<file path="config.mk">
export PLATFORM = sky130hd
export DESIGN_NAME = ex_muldiv_unit
export DESIGN_NICKNAME = d
export VERILOG_FILES = /design/src/rtl/muldiv_pkg.sv /design/src/rtl/ex_muldiv_unit.sv
export SDC_FILE = /design/constraint.sdc
export NUM_CORES = 1
export LEC_CHECK = 0
export CAP_MARGIN = 0
export CORE_MARGIN = 5
export CORE_UTILIZATION = 35
export CTS_CLUSTER_DIAMETER = 100
export CTS_CLUSTER_SIZE = 10
export DETAILED_ROUTE_END_ITERATION = 16
export GPL_TIMING_DRIVEN = 0
export PLACE_DENSITY_LB_ADDON = 0.12
export SYNTH_ARGS = -nofsm -noshare
export SYNTH_HDL_FRONTEND = slang
export SYNTH_SLANG_ARGS = --single-unit
</file>
<file path="constraint.sdc">
create_clock -name clk -period 3.9 [get_ports clk]
set_clock_uncertainty 0.15 [all_clocks]
set_input_delay 0.39 -clock clk [delete_from_list [all_inputs] [get_ports clk]]
set_output_delay 0.39 -clock clk [all_outputs]
set_load 0.005 [all_outputs]
</file>
<file path="src/rtl/muldiv_pkg.sv">
// Shared definitions for the iterative RV32M multiply/divide unit:
// operation encoding, FSM state codes and operation-class helpers.
package muldiv_pkg;

   // funct3 encoding of the M-extension operations
   typedef enum logic [2:0] {
      OP_MUL    = 3'b000,
      OP_MULH   = 3'b001,
      OP_MULHSU = 3'b010,
      OP_MULHU  = 3'b011,
      OP_DIV    = 3'b100,
      OP_DIVU   = 3'b101,
      OP_REM    = 3'b110,
      OP_REMU   = 3'b111
   } op_e;

   // FSM state codes
   localparam logic [1:0] ST_IDLE = 2'b00;
   localparam logic [1:0] ST_CALC = 2'b01;
   localparam logic [1:0] ST_FIX  = 2'b10;
   localparam logic [1:0] ST_DONE = 2'b11;

   // True for DIV/DIVU/REM/REMU
   function automatic logic is_div(input op_e op);
      logic r;
      case (op)
         OP_DIV, OP_DIVU, OP_REM, OP_REMU: r = 1'b1;
         default:                          r = 1'b0;
      endcase
      return r;
   endfunction

   // True for REM/REMU (remainder is the selected result)
   function automatic logic is_rem(input op_e op);
      logic r;
      case (op)
         OP_REM, OP_REMU: r = 1'b1;
         default:         r = 1'b0;
      endcase
      return r;
   endfunction

   // rs1 is interpreted as signed
   function automatic logic is_signed_a(input op_e op);
      logic r;
      case (op)
         OP_MULH, OP_MULHSU, OP_DIV, OP_REM: r = 1'b1;
         default:                            r = 1'b0;
      endcase
      return r;
   endfunction

   // rs2 is interpreted as signed
   function automatic logic is_signed_b(input op_e op);
      logic r;
      case (op)
         OP_MULH, OP_DIV, OP_REM: r = 1'b1;
         default:                 r = 1'b0;
      endcase
      return r;
   endfunction

endpackage

</file>
<file path="src/rtl/ex_muldiv_unit.sv">
// Iterative RV32M multiply/divide unit for the Execute stage.
// Works on operand magnitudes: shift-add multiply or restoring divide,
// one bit per cycle, in a single 2*XLEN accumulator; signs are applied
// in the FIX state. Divide-by-zero and signed overflow finish from IDLE.
module ex_muldiv_unit
   import muldiv_pkg::*;
#(
   parameter int XLEN = 32
) (
   input  logic            clk,
   input  logic            reset,
   input  logic            flushE,
   input  logic            MulDivE,
   input  logic [2:0]      funct3E,
   input  logic [XLEN-1:0] SrcAE,
   input  logic [XLEN-1:0] SrcBE,
   output logic            busyE,
   output logic            doneE,
   output logic [XLEN-1:0] MulDivResultE
);

   localparam int CW = (XLEN > 1) ? $clog2(XLEN) : 1;
   localparam logic [XLEN-1:0] MIN_NEG  = {1'b1, {(XLEN-1){1'b0}}};
   localparam logic [XLEN-1:0] ALL_ONES = {XLEN{1'b1}};
   localparam logic [XLEN-1:0] ZERO_X   = {XLEN{1'b0}};

   logic [1:0]        state_q, state_d;
   op_e               op_q, op_d;
   logic [2*XLEN-1:0] acc_q, acc_d;
   logic [XLEN-1:0]   opb_q, opb_d;
   logic              sign_a_q, sign_a_d;
   logic              sign_b_q, sign_b_d;
   logic [CW-1:0]     cnt_q, cnt_d;
   logic [XLEN-1:0]   result_q, result_d;

   // operand decode for the start cycle
   op_e               op_in_s;
   logic              sign_a_in_s, sign_b_in_s;
   logic [XLEN-1:0]   mag_a_s, mag_b_s;
   logic              div_zero_s, div_ovf_s;

   assign op_in_s     = op_e'(funct3E);
   assign sign_a_in_s = is_signed_a(op_in_s) & SrcAE[XLEN-1];
   assign sign_b_in_s = is_signed_b(op_in_s) & SrcBE[XLEN-1];
   assign mag_a_s     = sign_a_in_s ? (ZERO_X - SrcAE) : SrcAE;
   assign mag_b_s     = sign_b_in_s ? (ZERO_X - SrcBE) : SrcBE;
   assign div_zero_s  = (SrcBE == ZERO_X);
   assign div_ovf_s   = is_signed_a(op_in_s) & (SrcAE == MIN_NEG) & (SrcBE == ALL_ONES);

   // one multiply step: add multiplicand to upper half when LSB set, shift right
   logic [XLEN:0]     mul_sum_s;
   logic [2*XLEN-1:0] mul_next_s;
   assign mul_sum_s  = {1'b0, acc_q[2*XLEN-1:XLEN]} + (acc_q[0] ? {1'b0, opb_q} : {(XLEN+1){1'b0}});
   assign mul_next_s = {mul_sum_s, acc_q[XLEN-1:1]};

   // one restoring divide step on {rem, quot}: shift left, trial-subtract divisor
   logic [XLEN:0]     div_trial_s;
   logic [2*XLEN-1:0] div_next_s;
   assign div_trial_s = acc_q[2*XLEN-1:XLEN-1] - {1'b0, opb_q};
   assign div_next_s  = div_trial_s[XLEN] ? {acc_q[2*XLEN-2:0], 1'b0}
                                          : {div_trial_s[XLEN-1:0], acc_q[XLEN-2:0], 1'b1};

   // sign fix-up of the finished magnitudes
   logic [2*XLEN-1:0] prod_s;
   logic [XLEN-1:0]   quot_s, rem_s;
   assign prod_s = (sign_a_q ^ sign_b_q) ? ({(2*XLEN){1'b0}} - acc_q) : acc_q;
   assign quot_s = (sign_a_q ^ sign_b_q) ? (ZERO_X - acc_q[XLEN-1:0]) : acc_q[XLEN-1:0];
   assign rem_s  = sign_a_q ? (ZERO_X - acc_q[2*XLEN-1:XLEN]) : acc_q[2*XLEN-1:XLEN];

   // next-state logic for the FSM and datapath; flush kills any op
   always_comb begin
      state_d  = state_q;
      op_d     = op_q;
      acc_d    = acc_q;
      opb_d    = opb_q;
      sign_a_d = sign_a_q;
      sign_b_d = sign_b_q;
      cnt_d    = cnt_q;
      result_d = result_q;
      case (state_q)
         ST_IDLE: begin
            if (MulDivE) begin
               op_d     = op_in_s;
               sign_a_d = sign_a_in_s;
               sign_b_d = sign_b_in_s;
               if (is_div(op_in_s) && div_zero_s) begin
                  result_d = is_rem(op_in_s) ? SrcAE : ALL_ONES;
                  cnt_d    = {CW{1'b0}};
                  state_d  = ST_DONE;
               end else if (is_div(op_in_s) && div_ovf_s) begin
                  result_d = is_rem(op_in_s) ? ZERO_X : SrcAE;
                  cnt_d    = {CW{1'b0}};
                  state_d  = ST_DONE;
               end else begin
                  acc_d   = {ZERO_X, mag_a_s};
                  opb_d   = mag_b_s;
                  cnt_d   = CW'(XLEN - 1);
                  state_d = ST_CALC;
               end
            end else begin
               state_d = ST_IDLE;
            end
         end
         ST_CALC: begin
            acc_d = is_div(op_q) ? div_next_s : mul_next_s;
            if (cnt_q == {CW{1'b0}}) begin
               state_d = ST_FIX;
            end else begin
               cnt_d = cnt_q - CW'(1);
            end
         end
         ST_FIX: begin
            case (op_q)
               OP_MUL:                        result_d = prod_s[XLEN-1:0];
               OP_MULH, OP_MULHSU, OP_MULHU:  result_d = prod_s[2*XLEN-1:XLEN];
               OP_DIV, OP_DIVU:               result_d = quot_s;
               OP_REM, OP_REMU:               result_d = rem_s;
               default:                       result_d = ZERO_X;
            endcase
            state_d = ST_DONE;
         end
         ST_DONE: begin
            state_d = ST_IDLE;
         end
         default: begin
            state_d = ST_IDLE;
            cnt_d   = {CW{1'b0}};
         end
      endcase
      if (flushE) begin
         state_d  = ST_IDLE;
         cnt_d    = {CW{1'b0}};
         result_d = ZERO_X;
      end else begin
         state_d = state_d;
      end
   end

   // state registers; reset has priority over everything
   always_ff @(posedge clk) begin
      if (reset) begin
         state_q  <= ST_IDLE;
         op_q     <= OP_MUL;
         acc_q    <= {(2*XLEN){1'b0}};
         opb_q    <= ZERO_X;
         sign_a_q <= 1'b0;
         sign_b_q <= 1'b0;
         cnt_q    <= {CW{1'b0}};
         result_q <= ZERO_X;
      end else begin
         state_q  <= state_d;
         op_q     <= op_d;
         acc_q    <= acc_d;
         opb_q    <= opb_d;
         sign_a_q <= sign_a_d;
         sign_b_q <= sign_b_d;
         cnt_q    <= cnt_d;
         result_q <= result_d;
      end
   end

   assign doneE         = (state_q == ST_DONE);
   assign busyE         = MulDivE & ~doneE;
   assign MulDivResultE = result_q;

endmodule

</file>
==> metrics <==
Synth Area in Compound Gates=29.5%; WL final=60.7 mm; min-delay worst type=flop to flop; worst r2r src=acc_q[2]; crit path capture type=flop; wire per inst=23.2 um; combinational power share=29.9%; Post-synth ARST share=0%; synth unique cells=87; Max Cap Viol=0; ranking of synthesized cells by area=dfxtp_1 (20%), a21oi_1 (7.0%), ha_1 (6.8%), xnor2_1 (6.2%), xor2_1 (5.9%); layout net count=2231; fmax=263 MHz; Seq/Total Area, Yosys=20.1%; worst path required time=4.07 ns; top-area cell type share of the netlist area=20.1%; setup violators final=0; fin crit share=97.6%; antenna violations before repair=1; H-tree Lvls=4; Yosys warning count=0; CTS max path bufs=2; EDFF count, synth=0; crit path DAT=3.98 ns; total grt overflow=0; status=finished, final reports clean; Post-Syn Nets=2094; switching pwr=1.73 mW; Yosys reg bits=140; CTS tree=built; layout cells sized above 1=8.93%; Max VDD drop=0.000202 V; post-synthesis mux area share=3.61%; Min-Delay Startpoint=MulDivResultE[12]; CP cell instances=buf_2 > nor4_4 > nand4b_1 > or4_1 > clkbuf_1 > or4b_4 > o21ai_1 > xnor2_1 > a221oi_2 > o21ai_0 > o21ai_0 > nor2_1; Initial DRC Count=1277; family with the most delay on the worst path=simple AND/OR/NAND/NOR gates; simple-gate share of the synthesized area=22.0%; Cell Area, Synth=0.0139 mm2; switching portion of total power=35.7%; global-route usage over all layers=26.6%; Tmin final=3.81 ns; Core Region=0.0395 mm2; cell taking the most area after synthesis=dfxtp_1; IO Pins=105; CP dominant cell by count=o21ai_0; Post-Synth XOR/XNOR Area=12.0%; internal power=3.13 mW; DIE HEIGHT=209 um; CP startpoint kind=flop; die area=0.0439 mm2; Post-Layout Inst Area=0.0168 mm2; static leakage=6.52 nW; critical path type=flop to flop; largest family of logic cells by synthesized area=compound AO/OA/AOI/OAI gates; largest net degree at the start of global routing=17; Clock Latency Late Sink=0.46 ns; CP max-delay cell=or4b_4; main flop type after synthesis=dfxtp_1; Reg power frac=32.3%; Syn Area/Cell=7.16 um2; Initial DRT Pass Iterations=6; # clock sinks=140; Starting Density=35.2%; clock power share=37.8%; DRC Markers=0; Post-Synth Adder-Cell Area=7.19%; gpl congestion=1.00; via count=15400; port bufs=104; CTS buffer count=17; first-pass GRT wire length=90.6 mm; Final Hold Viols=0; Clock Pin Slew Worst Setup and Hold Paths=0.07 ns; Max transition margin=14.2%; Area after DPL=0.0156 mm2; Critical Path Start=acc_q[2]; Hold WS=0.303 ns; post-synthesis cell count=1945; Power, Total=4.86 mW; Buf/Inv on CP=2; PD cells=289 mW/mm2; Sum Neg Setup Slack=0 ns; maximum fanout along the worst path=8; post-DP HPWL=48.5 mm; chip width=209 um; placement row count=73; max-slew violations=0; Layout area overhead=20.9%; CP max stage delay=0.58 ns; clock root buffer=clkbuf_16; Least-Margin Pin Slew=1.28 ns; post-route ant nets=0; Vias/cell=5.87; vias in the first global route=14800; diode count=0
==> cell type report <==
| class | count | area, um2 |
|---|---|---|
| plain buffers | 129 | 571 |
| clock buffers | 19 | 453 |
| clock inverters | 13 | 188 |
| fillers | 4136 | 22700 |
| inverters | 64 | 248 |
| multi-input cells | 1605 | 10700 |
| flip-flops and latches | 140 | 2810 |
| well taps | 525 | 657 |
| repair buffers | 125 | 1200 |
==> power by group through the flow <==
stage / Combinational [mW] / Sequential (mW) / Clock, mW
CTS: 1.41 / 1.56 / 1.86
global route: 1.57 / 1.58 / 1.91
finish: 1.45 / 1.57 / 1.84
global placement: 1.37 / 1.59 / 0
floorplan: 0.882 / 1.57 / 0
detailed placement: 1.37 / 1.59 / 0
==> flip-flops by register name, indices dropped and copies added (netlist names) <==
register	count
acc_q	64
MulDivResultE	32
opb_q	32
cnt_q	5
op_q	3
state_q	2
sign_a_q	1
sign_b_q	1
==> kinds of logic (layout without fill, tap and decap cells) <==
logic type,after synthesis,after routing
multiplexers,50,50
AO/OA/AOI/OAI,640,640
XOR/XNOR,191,191
adder cells (fa/ha/maj),79,79
buffers and inverters,200,350
AND/OR/NAND/NOR,645,645
flip-flops,140,140
==> layer usage <==
metal | global-route usage (%) | vias up | share of wire [%]
met2 | 45.4 | 616 | 47
li1 | - | 7374 | -
met5 | 0 | - | 0
met3 | 3.47 | 135 | 5.5
met4 | 12.8 | 0 | 5.6
met1 | 33.2 | 7255 | 42
==> cells in the final DEF (no fill, tap or decap), types with 17 or more instances in the layout <==
master,count
a21o_1,38
o211ai_1,34
xnor2_1,97
nand3_1,37
clkbuf_1,88
clkbuf_16,17
buf_4,22
o31ai_1,24
a31oi_1,30
ha_1,71
nor2_1,180
xor2_1,93
o21ai_0,129
nand2b_1,21
nand2_1,206
mux2i_1,49
or3_1,19
clkdlybuf4s50_1,103
nor3_1,35
a21oi_1,193
dfxtp_1,135
nand4_1,18
a211oi_1,45
inv_1,60
==> worst register-to-register path: stages, from the launching register on <==
cell and delay [ns]:
dfxtp_1 0.30, buf_2 0.18, nor4_4 0.40, nand4b_1 0.22, or4_1 0.56, clkbuf_1 0.23, or4b_4 0.58, o21ai_1 0.17
xnor2_1 0.11, a221oi_2 0.39, o21ai_0 0.20, o21ai_0 0.11, nor2_1 0.05
==> synth_stat cells (15+ instances only) <==
| master | n |
|---|---|
| a211oi_1 | 46 |
| a21o_1 | 38 |
| a21oi_1 | 196 |
| a22oi_1 | 15 |
| a31oi_1 | 31 |
| clkbuf_1 | 117 |
| dfxtp_1 | 140 |
| ha_1 | 76 |
| inv_1 | 63 |
| mux2i_1 | 49 |
| nand2_1 | 209 |
| nand2b_1 | 21 |
| nand3_1 | 39 |
| nand4_1 | 18 |
| nor2_1 | 187 |
| nor3_1 | 41 |
| nor4_1 | 23 |
| o211ai_1 | 34 |
| o21ai_0 | 134 |
| o221ai_1 | 15 |
| o31ai_1 | 25 |
| or3_1 | 20 |
| xnor2_1 | 98 |
| xor2_1 | 93 |
==> what timing repair did <==
item / in CTS / in global routing
gates resized for setup: 59 / 78
hold buffers: 0 / 0
buffers inserted: 16 / 5
pin swaps: 7 / 20
setup endpoints to repair: 128 / 90
hold endpoints to repair: 0 / 0
==> worst paths after layout <==
kind | slack (ns) | endpoint | cells after the start
worst max-delay path | 0.09 | MulDivResultE[27] | 12
worst min-delay path | 0.30 | MulDivResultE[12] | 2
worst max register to register | 0.09 | MulDivResultE[27] | 12
worst min register to register | 0.30 | MulDivResultE[12] | 2
==> metrics by stage <==
stage | cells | utilization (%) | setup WS [ns]
after CTS | 2617 | 41.9 | -0.0184
after global routing | 2620 | 42.6 | -0.0141
after floorplan | 1945 | - | 0.0637
final | 2620 | 42.6 | 0.0947
after detailed placement | 2574 | 39.5 | -1.89
after global placement | 2574 | 39.5 | -2.12
Power figures use the tool's default switching activity.
